**src/rtl/mem_stage_pkg.sv**
```systemverilog
// mem_stage_pkg: shared bus widths, bus layouts and exception codes for the memory stage
package mem_stage_pkg;
  localparam int ES_TO_MS_BUS_WD = 128;
  localparam int MS_TO_WS_BUS_WD = 123;
  localparam int MS_FWD_BUS_WD = 43;
  localparam int C0_MFC0 = 8;
  localparam logic [4:0] EX_INT = 5'h00;
  localparam logic [4:0] EX_ADEL = 5'h04;
  localparam logic [4:0] EX_ADES = 5'h05;
  localparam logic [4:0] EX_SYS = 5'h08;
  localparam logic [4:0] EX_BP = 5'h09;
  localparam logic [4:0] EX_RI = 5'h0a;
  localparam logic [4:0] EX_OV = 5'h0c;
  typedef struct packed {
    logic lw;
    logic lb;
    logic lbu;
    logic lh;
    logic lhu;
    logic lwl;
    logic lwr;
  } ld_inst_t;
  typedef struct packed {
    logic [31:0] badvaddr;
    logic [10:0] c0_bus;
    logic        bd;
    logic        ex;
    logic [4:0]  excode;
    ld_inst_t    ld_inst;
    logic        res_from_mem;
    logic        gr_we;
    logic [4:0]  dest;
    logic [31:0] res;
    logic [31:0] pc;
  } es_to_ms_t;
  typedef struct packed {
    logic [31:0] badvaddr;
    logic [10:0] c0_bus;
    logic        bd;
    logic        ex;
    logic [4:0]  excode;
    logic [3:0]  rf_wen;
    logic [4:0]  dest;
    logic [31:0] final_result;
    logic [31:0] pc;
  } ms_to_ws_t;
  typedef struct packed {
    logic        mfc0_valid;
    logic        block_valid;
    logic [3:0]  rf_wen;
    logic [4:0]  dest;
    logic [31:0] final_result;
  } ms_fwd_t;
endpackage

```
**src/rtl/mem_stage_load_align.sv**
```systemverilog
// load_align: extracts and aligns load data and produces per-byte register write strobes
module load_align
  import mem_stage_pkg::*;
(
  input  ld_inst_t    ld_inst,
  input  logic [1:0]  offset,
  input  logic [31:0] ld_word,
  output logic [31:0] result,
  output logic [3:0]  wen
);
  logic [7:0] b;
  logic [15:0] h;
  always_comb begin
    b = ld_word[{offset, 3'b000} +: 8];
    h = offset[1] ? ld_word[31:16] : ld_word[15:0];
    result = ld_inst.lw  ? ld_word :
             ld_inst.lb  ? {{24{b[7]}}, b} :
             ld_inst.lbu ? {24'h0, b} :
             ld_inst.lh  ? {{16{h[15]}}, h} :
             ld_inst.lhu ? {16'h0, h} :
             ld_inst.lwl ? ld_word << {~offset, 3'b000} :
             ld_inst.lwr ? ld_word >> {offset, 3'b000} : ld_word;
    wen = ld_inst.lwl ? ~(4'b0111 >> offset) :
          ld_inst.lwr ? 4'b1111 >> offset : 4'b1111;
  end
endmodule

```
**src/rtl/mem_stage.sv**
```systemverilog
// mem_stage: memory-access pipeline stage with load alignment, read-data hold and forwarding
module mem_stage
  import mem_stage_pkg::*;
(
  input  logic                       clk,
  input  logic                       reset,
  input  logic                       ws_allowin,
  output logic                       ms_allowin,
  input  logic                       es_to_ms_valid,
  input  logic [ES_TO_MS_BUS_WD-1:0] es_to_ms_bus,
  input  logic [31:0]                data_sram_rdata,
  output logic                       ms_to_ws_valid,
  output logic [MS_TO_WS_BUS_WD-1:0] ms_to_ws_bus,
  output logic [MS_FWD_BUS_WD-1:0]   ms_fwd_bus,
  output logic                       ms_ex,
  input  logic                       flush
);
  logic ms_valid_q, ms_valid_d, buf_valid_q, buf_valid_d;
  logic [31:0] rdata_buf_q, rdata_buf_d, ld_word, ld_result, final_result;
  logic [3:0] ld_wen, rf_wen;
  es_to_ms_t bus_q, bus_d;
  ms_to_ws_t ws;
  ms_fwd_t fwd;
  assign ms_allowin = !ms_valid_q || ws_allowin;
  assign ld_word = buf_valid_q ? rdata_buf_q : data_sram_rdata;
  load_align u_align (
    .ld_inst (bus_q.ld_inst),
    .offset  (bus_q.res[1:0]),
    .ld_word (ld_word),
    .result  (ld_result),
    .wen     (ld_wen)
  );
  always_comb begin
    ms_valid_d = flush ? 1'b0 : ms_allowin ? es_to_ms_valid : ms_valid_q;
    bus_d = (es_to_ms_valid && ms_allowin) ? es_to_ms_t'(es_to_ms_bus) : bus_q;
    buf_valid_d = (ms_allowin || flush) ? 1'b0 :
                  (ms_valid_q && !ws_allowin) ? 1'b1 : buf_valid_q;
    rdata_buf_d = (ms_valid_q && !buf_valid_q && !ws_allowin) ? data_sram_rdata : rdata_buf_q;
    final_result = bus_q.res_from_mem ? ld_result : bus_q.res;
    rf_wen = bus_q.ex ? 4'b0000 : bus_q.res_from_mem ? ld_wen : {4{bus_q.gr_we}};
    ws = '{badvaddr: bus_q.badvaddr, c0_bus: bus_q.c0_bus, bd: bus_q.bd, ex: bus_q.ex,
           excode: bus_q.excode, rf_wen: rf_wen, dest: bus_q.dest,
           final_result: final_result, pc: bus_q.pc};
    fwd = '{mfc0_valid: bus_q.c0_bus[C0_MFC0] && ms_valid_q,
            block_valid: ms_valid_q && bus_q.gr_we && !flush,
            rf_wen: rf_wen, dest: bus_q.dest, final_result: final_result};
  end
  always_ff @(posedge clk) begin
    if (reset) begin
      ms_valid_q <= 1'b0;
      buf_valid_q <= 1'b0;
    end else begin
      ms_valid_q <= ms_valid_d;
      buf_valid_q <= buf_valid_d;
    end
  end
  always_ff @(posedge clk) begin
    bus_q <= bus_d;
    rdata_buf_q <= rdata_buf_d;
  end
  assign ms_to_ws_valid = ms_valid_q && !flush;
  assign ms_to_ws_bus = ws;
  assign ms_fwd_bus = fwd;
  assign ms_ex = ms_valid_q && bus_q.ex;
endmodule

```
**config.mk**
```make
export PLATFORM = sky130hd
export DESIGN_NAME = mem_stage
export DESIGN_NICKNAME = d
export VERILOG_FILES = /design/src/rtl/mem_stage_pkg.sv /design/src/rtl/mem_stage_load_align.sv /design/src/rtl/mem_stage.sv
export SDC_FILE = /design/constraint.sdc
export NUM_CORES = 1
export LEC_CHECK = 0
export CAP_MARGIN = 10
export CORE_MARGIN = 1.5
export CORE_UTILIZATION = 45
export CTS_CLUSTER_SIZE = 20
export DETAILED_ROUTE_END_ITERATION = 7
export GPL_ROUTABILITY_DRIVEN = 0
export PLACE_DENSITY = 0.84
export SYNTH_ARGS = -nofsm -noshare
export SYNTH_HDL_FRONTEND = slang
export SYNTH_SLANG_ARGS = --single-unit
```
**constraint.sdc**
```tcl
create_clock -name clk -period 7.9 [get_ports clk]
set_input_delay 1.58 -clock clk [delete_from_list [all_inputs] [get_ports clk]]
set_output_delay 1.58 -clock clk [all_outputs]
set_load 0.005 [all_outputs]
```
---- Yosys cells after proc, flatten, opt, wreduce, memory -nomap -nowiden ----
Index checks and enable logic that the tools add are counted.
operators by class
  shifts and indexed selects .............. 5
  reductions and logical operators ........ 17
  bitwise gates (word level) .............. 2
  mux-type cells .......................... 14
operators with widths
  operator               number
  $mux W32               9
  $shiftx A32 B6 Y8      1
  $shl A32 B5 Y32        1
  $shr A32 B5 Y32        1
  $mux W16               1
  $mux W4                4
  $logic_and A1 B1 Y1    9
  $logic_not A1 Y1       4
  $not A4 Y4             1
  $reduce_or A2 Y1       2
  $shr A3 B2 Y4 const A  1
  $shr A4 B2 Y4 const A  1
  $logic_or A1 B1 Y1     2
  $not A2 Y2             1
word-level totals
  register bits after elaboration ......... 162
  logic and storage cells ................. 58
  output and inout bits ................... 169

---- Depth between registers and ports, before layout ----
  depth after elaboration ................. 10
  mapped depth ............................ 9

---- Hierarchy ----
A second synthesis with hierarchy kept.
unflattened totals
  cells, all modules ...................... 703
  area total of the unflattened synthesis .. 9100.0 µm²
by module, submodules not included
  module      area each (µm²)  sequential area each (µm²)  times used  cells each
  mem_stage   6939.2           4844.6                      1           381
  load_align  2160.8           0.0                         1           322

---- Worst setup path before layout ----
OpenSTA, ideal clock, no wires.
  kind .................................... input port to flip-flop
  from .................................... input ws_allowin
  to ...................................... register bus_q[32] (netlist bit), enable pin
  library setup time ...................... 0.503 ns
  data arrival time ....................... 4.740 ns
  setup slack ............................. 2.658 ns
  stages on the path ...................... 2
  data required time ...................... 7.397 ns
  cells stage by stage .................... nand2b_1 > and2_1
on the way
  word-level cells in the longest chain between the ends .. 2
RTL lines
  item                  line             text
  from (decl)           mem_stage.sv:7   input logic ws_allowin,
  $logic_or A1 B1 Y1    mem_stage.sv:24  assign ms_allowin = !ms_valid_q || ws_allowin;
  $logic_and A1 B1 Y1   mem_stage.sv:35  bus_d = (es_to_ms_valid && ms_allowin) ? es_to_ms_t'(es_to_ms_bus) : bus_q;
  to (signal assigned)  mem_stage.sv:58  bus_q <= bus_d;
  to (decl)             mem_stage.sv:21  es_to_ms_t bus_q, bus_d;
No other way between the ends.
A chain may end at the register's enable or synchronous reset.

---- Final worst setup path ----
  from .................................... input data_sram_rdata[15]
  to ...................................... output ms_to_ws_bus[56]
on the way
  word-level cells in the longest chain between the ends .. 7
  elaborated cells between the ends (all ways) .. 8
  those cells by class .................... shift: 1; mux: 7
RTL lines
  item                                                       line                        text
  from (decl)                                                mem_stage.sv:11             input logic [31:0] data_sram_rdata,
  $mux W32 (*)                                               mem_stage.sv:25             assign ld_word = buf_valid_q ? rdata_buf_q : data_sram_rdata;
  branches (longest 3 deep; another with $shiftx A32 B6 Y8)  n/a
  $mux W32 (*)                                               mem_stage_load_align.sv:17  ld_inst.lb ? {{24{b[7]}}, b} :
  $mux W32 (*)                                               mem_stage_load_align.sv:16  result = ld_inst.lw ? ld_word :
  $mux W32 (*)                                               mem_stage.sv:39             final_result = bus_q.res_from_mem ? ld_result : bus_q.res;
  to (decl)                                                  mem_stage.sv:13             output logic [MS_TO_WS_BUS_WD-1:0] ms_to_ws_bus,
Every way passes the cells marked *.

==> results by group <==
Run status
  • Run status: completed

Synthesis
  • Cells after Synth: 757
  • Fraction of synthesized cell area in xor and xnor cells: 0%
  • Seq/Total Area, Yosys: 54.0%
  • Top-count cell post-synth: edfxtp_1
  • Syn_nets: 922
  • Adder-Cell Fraction of Synth Area: 0%
  • Post-synthesis cell area: 8960 um^2
  • Synthesized flop and latch total: 162
  • Yosys top cell by area: edfxtp_1
  • Synth warn: 0
  • EDFF count, synth: 160
  • Synth top area share: 53.6%
  • Post-synthesis area per instance: 11.8 um^2
  • Synth top area cells: edfxtp_1 (54%), buf_4 (11%), mux2_2 (6.5%), mux2i_1 (4.8%), a21oi_1 (3.7%)
  • Mux cell area share after synthesis: 12.1%
  • Commonest cells post-synth: edfxtp_1 (160), buf_4 (128), a21oi_1 (66), mux2_2 (52), mux2i_1 (43)
  • Top_reg_cell synth: edfxtp_1
  • Synth Area in Compound Gates: 14.5%
  • Largest family of logic cells by synthesized area: compound AO/OA/AOI/OAI gates
  • Simple-Gate Fraction of Synth Area: 6.06%
  • Async set or reset register ratio after synthesis: 0%
  • Unique masters post-synth: 45

STA
  • Final WS setup: 1.56 ns
  • Clock Skews: 0.0123 ns
  • Tmin final: 6.34 ns
  • Final Setup Violations: 0
  • Maximum clock rate: 158 MHz
  • Setup Total Neg Slack: 0 ns
  • Worst Max-Slew Pin Slew: 1.18 ns
  • Hold Violations, Final: 0
  • Slew HR: 21.3%
  • Unrepaired setup endpoints after global routing: no
  • Slew Viols, Final: 0
  • Tcrit/Tclk final: 80.2%

Floorplan
  • FP Rows: 51
  • Core area: 19,500 um^2
  • DIE AREA: 20,800 um^2
  • Die W: 144 um
  • Top Ports: 334
  • Die H: 144 um
  • Initial Util: 45.9%

Clock tree
  • Clk sinks: 162
  • CTS tree: yes
  • Worst-Skew Late Latency: 0.42 ns
  • Post-cts sizing count: 0
  • Post-CTS Setup Inserts: 0
  • Root Buffer: clkbuf_16
  • CTS hold repair buffers: 0
  • Worst-path clk slew: 0.08 ns
  • CTS Buffer Depth: 2
  • CTS Buf Count: 17
  • H-tree depth: 4

Worst setup path
  • Crit path max-delay family: compound AO/OA/AOI/OAI gates
  • Worst Path Required: 6.32 ns
  • Crit path launch type: primary input
  • Crit-path max FO: 24
  • CP Cell Sequence: clkdlybuf4s50_1 -> mux2_2 -> mux4_2 -> a21oi_2 -> a21oi_1 -> clkdlybuf4s50_1
  • CP endpoint kind: output pin
  • CP arrival: 4.76 ns
  • WP buf/inv: 2
  • Slowest cell on the critical path: a21oi_2
  • CP peak stage delay: 0.90 ns
  • Most common cell on crit path: clkdlybuf4s50_1
  • Crit Path Class: primary input to output pin

Detailed routing
  • Total wire length: 27,600 um
  • Via Count: 6,862
  • Via/cell ratio: 5.64
  • Router iterations before antenna repair: 7
  • DRC: 0
  • Routed Antenna Nets: 0
  • Starting DRT DRC Count: 846
  • Per-cell routed wire length: 22.7 um

Placement
  • Cell Area, Placed: 11,500 um^2
  • HPWL after detailed placement: 20,900 um
  • PortBufs: 333
  • Worst slack at placement: 1.66 ns

Run
  • Max-Cap Viols: 0

Finish
  • Fin area: 12,100 um^2
  • Layout area overhead: 35.2%
  • Final core occ: 62.1%
  • Number of diodes: 0
  • Fraction of layout cells with a size suffix above 1: 11.0%
  • Nets: 1,103

Worst hold path
  • Worst min path class: flip-flop to flip-flop

Power
  • Pwr Total: 2280 uW
  • Maximum vdd drop: 0.147 mV
  • Leakage: 0.00424 uW
  • PwrDens: 188 nW/um^2

Global route
  • GRT overflow: 0
  • GRT Total Usage: 26.0%
  • Largest net degree at the start of global routing: 83
  • Number of antenna violations at the first check in global routing: 2
  • Vias in the first global route: 6,547
  • First-pass GRT wire length: 39,200 um
## kinds of logic after synthesis
| group | after synthesis |
|---|---|
| buf+inv | 183 |
| flops | 162 |
| mux | 98 |
| simple gates | 113 |
| compound gates | 201 |
## worst paths after layout
| kind | slack, ns | startpoint | cells past startpoint | end |
|---|---|---|---|---|
| worst max-delay path | 1.56 | data_sram_rdata[15] | 6 | ms_to_ws_bus[56] |
| worst min-delay path | 0.64 | ms_valid_q$_SDFFE_PP0N_ | 2 | buf_valid_q$_SDFFE_PP0P_ |
| worst max register to register | 5.39 | ms_valid_q$_SDFFE_PP0N_ | 3 | bus_q[43]$_DFFE_PP_ |
| worst min register to register | 0.64 | ms_valid_q$_SDFFE_PP0N_ | 2 | buf_valid_q$_SDFFE_PP0P_ |
## worst min-delay path: cells and delay by family, from the launching register on
family | cells | cell delay, ns
DFF | 1 | 0.34
and+or+nand+nor | 2 | 0.26
## area by class of cell
| type | instances | area (um^2) |
|---|---|---|
| Sequential cell | 162 | 4850 |
| Fill cell | 1513 | 7400 |
| Timing Repair Buffer | 338 | 3370 |
| Tap cell | 265 | 332 |
| Multi-Input combinational cell | 412 | 2940 |
| Clock buffer | 17 | 425 |
| Clock inverter | 15 | 183 |
| Inverter | 7 | 26.3 |
## layout by cell type (no fill, tap or decap), types with 7 or more instances in the layout
cell	n
clkdlybuf4s50_1	333
edfxtp_1	160
a21oi_1	65
mux2_2	52
mux2i_1	43
nor2_1	38
o22ai_1	32
nand2_1	30
clkbuf_16	17
a211oi_1	16
a22oi_1	15
a31oi_1	10
nor2b_1	10
o21ai_0	9
o31ai_1	9
a2111oi_0	7
or3_1	7
a211o_1	7
## power by group
group	total (uW)	internal, uW	switching (uW)
Combinational	423	240	183
Sequential	1020	995	22.5
Clock	842	432	410
## through the flow
step / hold slack, ns / cells
2_1_floorplan: 0.539 / 757
3_3_place_gp: 0.612 / 1184
3_5_place_dp: 0.623 / 1184
4_1_cts: 0.641 / 1216
5_1_grt: 0.688 / 1216
6_report: 0.635 / 1216
## layer usage
| metal | vias up | share of wire (%) | GRT usage [%] |
|---|---|---|---|
| met1 | 3197 | 35 | 30.3 |
| li1 | 3099 | - | - |
| met5 | - | 0.040 | 0 |
| met2 | 489 | 49 | 43.4 |
| met3 | 75 | 12 | 9.44 |
| met4 | 2 | 3.6 | 10.8 |
## state kept, by name, indices dropped and copies added (netlist names)
name          cells
ms_fwd_bus        5
ms_to_ws_bus     82
buf_valid_q       1
bus_q            41
rdata_buf_q      32
ms_valid_q        1
Note: power is estimated with default switching activity, not from simulation.
